===== config.mk =====
export PLATFORM = sky130hd
export DESIGN_NAME = ctrl_pipe_flat
export DESIGN_NICKNAME = d
export VERILOG_FILES = /design/src/rtl/ctrl_pipe_if.sv /design/src/rtl/ctrl_pipe.sv /design/src/flat_wrapper.sv
export SDC_FILE = /design/constraint.sdc
export NUM_CORES = 1
export LEC_CHECK = 0
export CORE_MARGIN = 8
export CORE_UTILIZATION = 30
export CTS_CLUSTER_SIZE = 16
export DETAILED_ROUTE_END_ITERATION = 10
export GPL_TIMING_DRIVEN = 0
export PLACE_DENSITY = 0.57
export SYNTH_ARGS = -nofsm -noshare
export SYNTH_HDL_FRONTEND = slang
export SYNTH_SLANG_ARGS = --single-unit

===== constraint.sdc =====
create_clock -name clk_i -period 1.9 [get_ports clk_i]
set_input_delay 0.38 -clock clk_i [delete_from_list [all_inputs] [get_ports clk_i]]
set_output_delay 0.38 -clock clk_i [all_outputs]
set_load 0.005 [all_outputs]

===== src/rtl/ctrl_pipe_if.sv =====
// ID-to-pipeline control bundle: decoded ID control/register fields in, stage controls and hazard selects out.
interface ctrl_pipe_if;
    logic [7:0] Bus_i;
    logic       Valid_i;
    logic [4:0] RS_i;
    logic [4:0] RT_i;
    logic [4:0] RD_i;
    logic       Flush_i;
    logic       Stall_o;
    logic       EX_ALUSrc_o;
    logic       EX_ExtOp_o;
    logic [1:0] EX_ALUOp_o;
    logic [4:0] EX_WriteReg_o;
    logic [1:0] FwdA_o;
    logic [1:0] FwdB_o;
    logic       MEM_MemWrite_o;
    logic       MEM_MemRead_o;
    logic [4:0] MEM_WriteReg_o;
    logic       WB_RegWrite_o;
    logic       WB_MemtoReg_o;
    logic [4:0] WB_WriteReg_o;

    modport master (
        output Bus_i, Valid_i, RS_i, RT_i, RD_i, Flush_i,
        input  Stall_o, EX_ALUSrc_o, EX_ExtOp_o, EX_ALUOp_o, EX_WriteReg_o,
               FwdA_o, FwdB_o, MEM_MemWrite_o, MEM_MemRead_o, MEM_WriteReg_o,
               WB_RegWrite_o, WB_MemtoReg_o, WB_WriteReg_o
    );

    modport slave (
        input  Bus_i, Valid_i, RS_i, RT_i, RD_i, Flush_i,
        output Stall_o, EX_ALUSrc_o, EX_ExtOp_o, EX_ALUOp_o, EX_WriteReg_o,
               FwdA_o, FwdB_o, MEM_MemWrite_o, MEM_MemRead_o, MEM_WriteReg_o,
               WB_RegWrite_o, WB_MemtoReg_o, WB_WriteReg_o
    );
endinterface


===== src/rtl/ctrl_pipe.sv =====
// EX/MEM/WB control pipeline with load-use stall detection and ALU operand forwarding selects.
module ctrl_pipe (
    input  logic        clk_i,
    input  logic        rst_i,
    ctrl_pipe_if.slave  pipe
);
    localparam int unsigned REG_W = 5;
    localparam int unsigned OP_W  = 2;

    typedef struct packed {
        logic             valid;
        logic             alu_src;
        logic             ext_op;
        logic [OP_W-1:0]  alu_op;
        logic             memto_reg;
        logic             reg_write;
        logic             mem_write;
        logic [REG_W-1:0] rs;
        logic [REG_W-1:0] rt;
        logic [REG_W-1:0] write_reg;
    } ex_t;

    typedef struct packed {
        logic             memto_reg;
        logic             reg_write;
        logic             mem_write;
        logic [REG_W-1:0] write_reg;
    } mem_t;

    typedef struct packed {
        logic             reg_write;
        logic             memto_reg;
        logic [REG_W-1:0] write_reg;
    } wb_t;

    ex_t  ex_d,  ex_q;
    mem_t mem_d, mem_q;
    wb_t  wb_d,  wb_q;
    logic stall_c;

    // Priority forward select: MEM result is younger than WB, so it wins.
    function automatic logic [1:0] fwd_sel(input logic [REG_W-1:0] src,
                                           input mem_t m, input wb_t w);
        logic [1:0] sel;
        sel = 2'b00;
        if (m.reg_write && (m.write_reg != '0) && (m.write_reg == src)) begin
            sel = 2'b10;
        end else if (w.reg_write && (w.write_reg != '0) && (w.write_reg == src)) begin
            sel = 2'b01;
        end
        return sel;
    endfunction

    // Load in EX whose destination is read by the ID instruction.
    always_comb begin
        stall_c = ex_q.valid && ex_q.memto_reg && ex_q.reg_write &&
                  (ex_q.write_reg != '0) && pipe.Valid_i && !pipe.Flush_i &&
                  ((ex_q.write_reg == pipe.RS_i) || (ex_q.write_reg == pipe.RT_i));
    end

    always_comb begin
        ex_d = '0;
        if (pipe.Valid_i && !pipe.Flush_i && !stall_c) begin
            ex_d.valid     = 1'b1;
            ex_d.alu_src   = pipe.Bus_i[6];
            ex_d.memto_reg = pipe.Bus_i[5];
            ex_d.reg_write = pipe.Bus_i[4];
            ex_d.mem_write = pipe.Bus_i[3];
            ex_d.ext_op    = pipe.Bus_i[2];
            ex_d.alu_op    = pipe.Bus_i[1:0];
            ex_d.rs        = pipe.RS_i;
            ex_d.rt        = pipe.RT_i;
            ex_d.write_reg = pipe.Bus_i[7] ? pipe.RD_i : pipe.RT_i;
        end
        mem_d.memto_reg = ex_q.memto_reg;
        mem_d.reg_write = ex_q.reg_write;
        mem_d.mem_write = ex_q.mem_write;
        mem_d.write_reg = ex_q.write_reg;
        wb_d.reg_write  = mem_q.reg_write;
        wb_d.memto_reg  = mem_q.memto_reg;
        wb_d.write_reg  = mem_q.write_reg;
    end

    always_ff @(posedge clk_i or posedge rst_i) begin
        if (rst_i) begin
            ex_q  <= '0;
            mem_q <= '0;
            wb_q  <= '0;
        end else begin
            ex_q  <= ex_d;
            mem_q <= mem_d;
            wb_q  <= wb_d;
        end
    end

    assign pipe.Stall_o        = stall_c;
    assign pipe.EX_ALUSrc_o    = ex_q.alu_src;
    assign pipe.EX_ExtOp_o     = ex_q.ext_op;
    assign pipe.EX_ALUOp_o     = ex_q.alu_op;
    assign pipe.EX_WriteReg_o  = ex_q.write_reg;
    assign pipe.FwdA_o         = fwd_sel(ex_q.rs, mem_q, wb_q);
    assign pipe.FwdB_o         = fwd_sel(ex_q.rt, mem_q, wb_q);
    assign pipe.MEM_MemWrite_o = mem_q.mem_write;
    assign pipe.MEM_MemRead_o  = mem_q.memto_reg;
    assign pipe.MEM_WriteReg_o = mem_q.write_reg;
    assign pipe.WB_RegWrite_o  = wb_q.reg_write;
    assign pipe.WB_MemtoReg_o  = wb_q.memto_reg;
    assign pipe.WB_WriteReg_o  = wb_q.write_reg;
endmodule


===== src/flat_wrapper.sv =====
// flat-port wrapper written by rule: the top's interface ports become plain ports
module ctrl_pipe_flat 
  (clk_i, rst_i, pipe_Bus_i, pipe_Valid_i, pipe_RS_i, pipe_RT_i, pipe_RD_i, pipe_Flush_i, pipe_Stall_o, pipe_EX_ALUSrc_o, pipe_EX_ExtOp_o, pipe_EX_ALUOp_o, pipe_EX_WriteReg_o, pipe_FwdA_o, pipe_FwdB_o, pipe_MEM_MemWrite_o, pipe_MEM_MemRead_o, pipe_MEM_WriteReg_o, pipe_WB_RegWrite_o, pipe_WB_MemtoReg_o, pipe_WB_WriteReg_o);
  ctrl_pipe_if pipe_i ();
  input  logic clk_i;
  input  logic rst_i;
  input wire logic [$bits(pipe_i.Bus_i)-1:0] pipe_Bus_i;
  input wire logic [$bits(pipe_i.Valid_i)-1:0] pipe_Valid_i;
  input wire logic [$bits(pipe_i.RS_i)-1:0] pipe_RS_i;
  input wire logic [$bits(pipe_i.RT_i)-1:0] pipe_RT_i;
  input wire logic [$bits(pipe_i.RD_i)-1:0] pipe_RD_i;
  input wire logic [$bits(pipe_i.Flush_i)-1:0] pipe_Flush_i;
  output wire logic [$bits(pipe_i.Stall_o)-1:0] pipe_Stall_o;
  output wire logic [$bits(pipe_i.EX_ALUSrc_o)-1:0] pipe_EX_ALUSrc_o;
  output wire logic [$bits(pipe_i.EX_ExtOp_o)-1:0] pipe_EX_ExtOp_o;
  output wire logic [$bits(pipe_i.EX_ALUOp_o)-1:0] pipe_EX_ALUOp_o;
  output wire logic [$bits(pipe_i.EX_WriteReg_o)-1:0] pipe_EX_WriteReg_o;
  output wire logic [$bits(pipe_i.FwdA_o)-1:0] pipe_FwdA_o;
  output wire logic [$bits(pipe_i.FwdB_o)-1:0] pipe_FwdB_o;
  output wire logic [$bits(pipe_i.MEM_MemWrite_o)-1:0] pipe_MEM_MemWrite_o;
  output wire logic [$bits(pipe_i.MEM_MemRead_o)-1:0] pipe_MEM_MemRead_o;
  output wire logic [$bits(pipe_i.MEM_WriteReg_o)-1:0] pipe_MEM_WriteReg_o;
  output wire logic [$bits(pipe_i.WB_RegWrite_o)-1:0] pipe_WB_RegWrite_o;
  output wire logic [$bits(pipe_i.WB_MemtoReg_o)-1:0] pipe_WB_MemtoReg_o;
  output wire logic [$bits(pipe_i.WB_WriteReg_o)-1:0] pipe_WB_WriteReg_o;
  assign pipe_i.Bus_i = pipe_Bus_i;
  assign pipe_i.Valid_i = pipe_Valid_i;
  assign pipe_i.RS_i = pipe_RS_i;
  assign pipe_i.RT_i = pipe_RT_i;
  assign pipe_i.RD_i = pipe_RD_i;
  assign pipe_i.Flush_i = pipe_Flush_i;
  assign pipe_Stall_o = pipe_i.Stall_o;
  assign pipe_EX_ALUSrc_o = pipe_i.EX_ALUSrc_o;
  assign pipe_EX_ExtOp_o = pipe_i.EX_ExtOp_o;
  assign pipe_EX_ALUOp_o = pipe_i.EX_ALUOp_o;
  assign pipe_EX_WriteReg_o = pipe_i.EX_WriteReg_o;
  assign pipe_FwdA_o = pipe_i.FwdA_o;
  assign pipe_FwdB_o = pipe_i.FwdB_o;
  assign pipe_MEM_MemWrite_o = pipe_i.MEM_MemWrite_o;
  assign pipe_MEM_MemRead_o = pipe_i.MEM_MemRead_o;
  assign pipe_MEM_WriteReg_o = pipe_i.MEM_WriteReg_o;
  assign pipe_WB_RegWrite_o = pipe_i.WB_RegWrite_o;
  assign pipe_WB_MemtoReg_o = pipe_i.WB_MemtoReg_o;
  assign pipe_WB_WriteReg_o = pipe_i.WB_WriteReg_o;
  ctrl_pipe u_core (.clk_i(clk_i), .rst_i(rst_i), .pipe(pipe_i));
endmodule

==> Word-level counts from Yosys, hierarchy flattened <==
Cells that the tools add are included.
{ "totals": {"regBits": 38, "in_bits": 27, "out_inout_bits": 28} }
{ "op_classes": {"n_eq_ne": 6, "mux": 6, "n_reduce_logical": 20} }
{ "ops": {"columns": ["op", "count"], "rows": [
  ["5-bit == test", 6],
  ["23-bit two-way mux", 1],
  ["5-bit nonzero test", 3],
  ["1-bit logical AND", 14],
  ["5-bit two-way mux", 1],
  ["2-bit two-way mux", 2],
  ["1-bit zero test", 2],
  ["1-bit two-way mux", 2],
  ["1-bit logical OR", 1]
]} }

==> Logic depth before layout (Yosys ltp) <==
{ "depth": {"word_depth": 9, "depth_mapped": 6} }

==> Worst setup path before layout <==
No wires, ideal clock.
{ "synth_path": {"path_kind": "register -> output", "start": "register u_core.mem_q, in the netlist u_core.pipe.MEM_WriteReg_o[4]", "end": "output pipe_FwdA_o[0]", "arrival_time_ps": 1453, "t_required_ps": 1520, "slack_ps": 67, "stages_incl_launch_ff": 5, "path_buffers": 0, "path_cell_list": "dfrtp_1 > or4_1 > o21ai_2 > nor4_1 > nor4_2"} }
{ "synth_via": {"elab_chain_cells": 4, "elab_cells_between_ends": 5} }
{ "synth_lines": {"columns": ["element", "line_no", "rtl"], "rows": [
  ["start: declaration", "ctrl_pipe.sv:37", "mem_t mem_d, mem_q;"],
  ["start signal: assignment", "ctrl_pipe.sv:91", "mem_q <= mem_d;"],
  ["5-bit nonzero test", "ctrl_pipe.sv:46", "if (m.reg_write && (m.write_reg != '0) && (m.write_reg == src)) begin"],
  ["1-bit logical AND", "ctrl_pipe.sv:46", null],
  ["1-bit logical AND *", "ctrl_pipe.sv:46", null],
  ["2-bit two-way mux *", "ctrl_pipe.sv:46", null],
  ["end: declaration", "flat_wrapper.sv:18", "output wire logic [$bits(pipe_i.FwdA_o)-1:0] pipe_FwdA_o;"]
]} }
Mark *: on every way between the ends. The rest lies on a longest branch, timed or not.

==> Worst setup path in the final report <==
{ "layout_path": {"start": "register u_core.mem_q, in the netlist u_core.pipe.MEM_WriteReg_o[4]", "end": "output pipe_FwdB_o[0]"} }
{ "layout_via": {"elab_chain_cells": 4, "elab_cells_between_ends": 5} }
{ "layout_lines": {"columns": ["element", "line_no", "rtl"], "rows": [
  ["5-bit nonzero test", "ctrl_pipe.sv:46", null],
  ["1-bit logical AND", "ctrl_pipe.sv:46", null],
  ["1-bit logical AND *", "ctrl_pipe.sv:46", null],
  ["2-bit two-way mux *", "ctrl_pipe.sv:46", null],
  ["end: declaration", "flat_wrapper.sv:19", "output wire logic [$bits(pipe_i.FwdB_o)-1:0] pipe_FwdB_o;"]
]} }
Marked as above.

==> out/metrics.csv <==
metric,value,unit
synth.avg_cell_area,11.1,µm²
setup_violations,4,
violations,negative setup slack,
cts_buffer_depth,2,
routabilityCongestion,0.750,
required,1.52,ns
dieHeight,92.1,µm
antennaDiodeCount,0,
ir_drop,0.000281,V
cts_root_buffer,clkbuf_8,
hold_viol,0,
antenna_found_initial,0,
htreeDepth,2,
ys_types,26,
grt-ovfl-total,0,
firstDrtPassIters,4,
insertion_delay,0.29,ns
path_clk_slew,0.07,ns
grt_use_total,0.114,
p_leak,0.00142,µW
critical_path.max_stage_delay,0.54,ns
detail_route.wl_per_cell,15.0,µm
grt_pass1_vias,1559,
grt_pass1_wl,7.72,mm
finalWirelength,4.77,mm
finalCritPeriodShare,1.19,
cts_tree,done,
hold_depth,0,
drc,0,
ys_seq_area_frac,0.547,
hpwl,3.24,mm
crit_chain,or4_4 > o21ai_4 > buf_6 > nor4_4 > nor4_2 > buf_2,
setup_slack,-0.353,ns
end_kind,primary output,
synthFlopType,dfrtp_1,
port_buffers,53,
yosys-top-cells-area,"dfrtp_1 55%, xnor2_1 8.1%, xor2_1 7.1%, a21oi_1 5.2%, buf_4 5.2%",
fin_nets,272,
avgViaCountPerCell,4.43,
start_util,0.314,
dieArea,8490,µm²
reg2reg_depth,7,
drtIter0Drc,49,
clock.fmax,444,MHz
power.density,661,nW/µm²
grt_max_degree,39,
worstMarginPinSlew,0.790,ns
clock-sinks,38,
vias,1408,
drv_slew,0,
critical_path_arrival,1.87,ns
syn_nets,184,
synth_top_area_share,0.547,
ctsHoldBuffers,0,
status,"complete, but fails checks",
num-fill-cells,530,
area_growth,64.1,%
synth_commonest_cells,"38 x dfrtp_1, 19 x nand2_1, 18 x a21oi_1, 16 x xnor2_1, 14 x xor2_1",
dp_slack,-0.985,ns
worstPathMaxFanout,2,
synth_edf_count,0,
ys_seq_elements,38,
skew,0.00432,ns
finalCriticalPeriod,2.25,ns
boundaryPins,55,
die_w,92.1,µm
syn_inst,157,
maxCapViolations,0,
drive_gt1_frac,0.370,
synth_top_area_cell,dfrtp_1,
cts_buffers,5,
rsz0062_at_grt,yes,
relSlewSlack,0.473,
path_class,flip-flop to primary output,
core_area,5540,µm²
synth-async-reset-ratio,1.00,
yosys_warnings,0,
start_kind,flip-flop,
cp_slowest_cell,or4_4,
min_path_type,flip-flop to flip-flop,
synth_area,1740,µm²
holdWs,0.350,ns
yosysMostFrequentCell,dfrtp_1,
finalSetupTns,-1.18,ns
rows,27,
final_antenna_net_count,0,
==> stage by stage <==
step	std cells	util	total power [µW]	instance area, µm²
finish	318	0.515	1890	2850
global route	318	0.515	1980	2850
CTS	309	0.485	1870	2690
detailed placement	282	0.426	1150	2360
global placement	282	0.426	1150	2360
floorplan	157	-	1010	1740
==> critical path, delay by kind of cell, from the launching register on <==
| family | cells | cell delay [ns] |
|---|---|---|
| buffers and inverters | 2 | 0.28 |
| AND/OR/NAND/NOR | 3 | 0.70 |
| flip-flops | 1 | 0.41 |
| AO/OA/AOI/OAI | 1 | 0.19 |
==> per-layer routing <==
metal	vias to the layer above	GRT usage	routed length (µm)
li1	691	-	-
met1	673	0.134	2040
met4	0	0.0443	72
met3	6	0.0342	235
met2	38	0.192	2420
met5	-	0	0
==> kinds of logic (layout without fill, tap and decap cells) <==
group / after synthesis / count (layout) / share of synthesized area
AO/OA/AOI/OAI: 27 / 27 / 0.0899
XOR/XNOR: 30 / 30 / 0.151
buffers and inverters: 20 / 109 / 0.0727
flip-flops: 38 / 38 / 0.547
multiplexers: 5 / 5 / 0.0288
AND/OR/NAND/NOR: 37 / 37 / 0.111
==> power by group <==
part / internal (µW) / total (µW) / switching (µW) / leakage [µW]
registers: 843 / 877 / 34.4 / 0.000500
clock network: 386 / 676 / 290 / 0.0000579
logic: 194 / 333 / 139 / 0.000858
total: 1420 / 1890 / 464 / 0.00142
==> cell usage in the layout, fill, tap and decap left out <==
cell and n:
nand3_2 3, clkbuf_1 1, clkdlybuf4s50_1 33, dlygate4sd2_1 7, o21ai_1 1, a21oi_1 18
xnor2_1 7, nand3_1 1, dlymetal6s2s_1 6, nand2_2 1, buf_6 5, bufinv_16 1
nor4_4 2, clkbuf_8 5, inv_2 1, xor2_1 14, dfrtp_1 31, o22ai_4 1
o21ai_4 1, nand4_1 1, dfrtp_2 7, a21oi_4 1, and2_4 1, nor2_1 1
buf_2 6, or4_4 1, nor2b_1 1, or4_1 3, xnor2_2 9, nor3_4 1
buf_4 41, nor4_2 2, mux2i_1 5, nand2_1 18, a211oi_1 5, clkinv_2 2
buf_1 1, nand2b_1 1
==> area by class of cell <==
class	instances	area [µm²]	area share
plain buffers	17	115	0.0403
clock buffers	5	68.8	0.0241
clock inverters	3	40.0	0.0140
inverters	1	3.75	0.00132
multi-input cells	99	823	0.288
flip-flops and latches	38	960	0.336
well taps	72	90.1	0.0316
repair buffers	83	753	0.264
==> registers in the layout, summed over array words and instances (netlist names), 2 cells and up <==
name                        cells
u_core.pipe.EX_WriteReg_o       5
u_core.ex_q                    14
u_core.pipe.MEM_WriteReg_o      5
u_core.pipe.WB_WriteReg_o       5
u_core.pipe.EX_ALUOp_o          2
==> what timing repair did <==
action	4_1_cts	5_1_grt
gates resized for setup	51	26
setup endpoints to repair	5	6
pin swaps	11	15
setup buffers	19	11
==> worst paths after layout <==
kind                                               startpoint                       endpoint  slack, ns
worst max-delay path            u_core.pipe.MEM_WriteReg_o[4]                 pipe_FwdB_o[0]      -0.35
worst min-delay path                          u_core.ex_q[15]     u_core.pipe.MEM_MemWrite_o       0.35
worst max register to register   u_core.pipe.EX_WriteReg_o[2]   u_core.pipe.EX_WriteReg_o[4]       0.21
worst min register to register                u_core.ex_q[15]     u_core.pipe.MEM_MemWrite_o       0.35
max in group asynchronous                               rst_i  u_core.pipe.MEM_WriteReg_o[4]       0.78
min in group asynchronous                               rst_i      u_core.pipe.WB_RegWrite_o       0.57
Power figures use the tool's default switching activity.
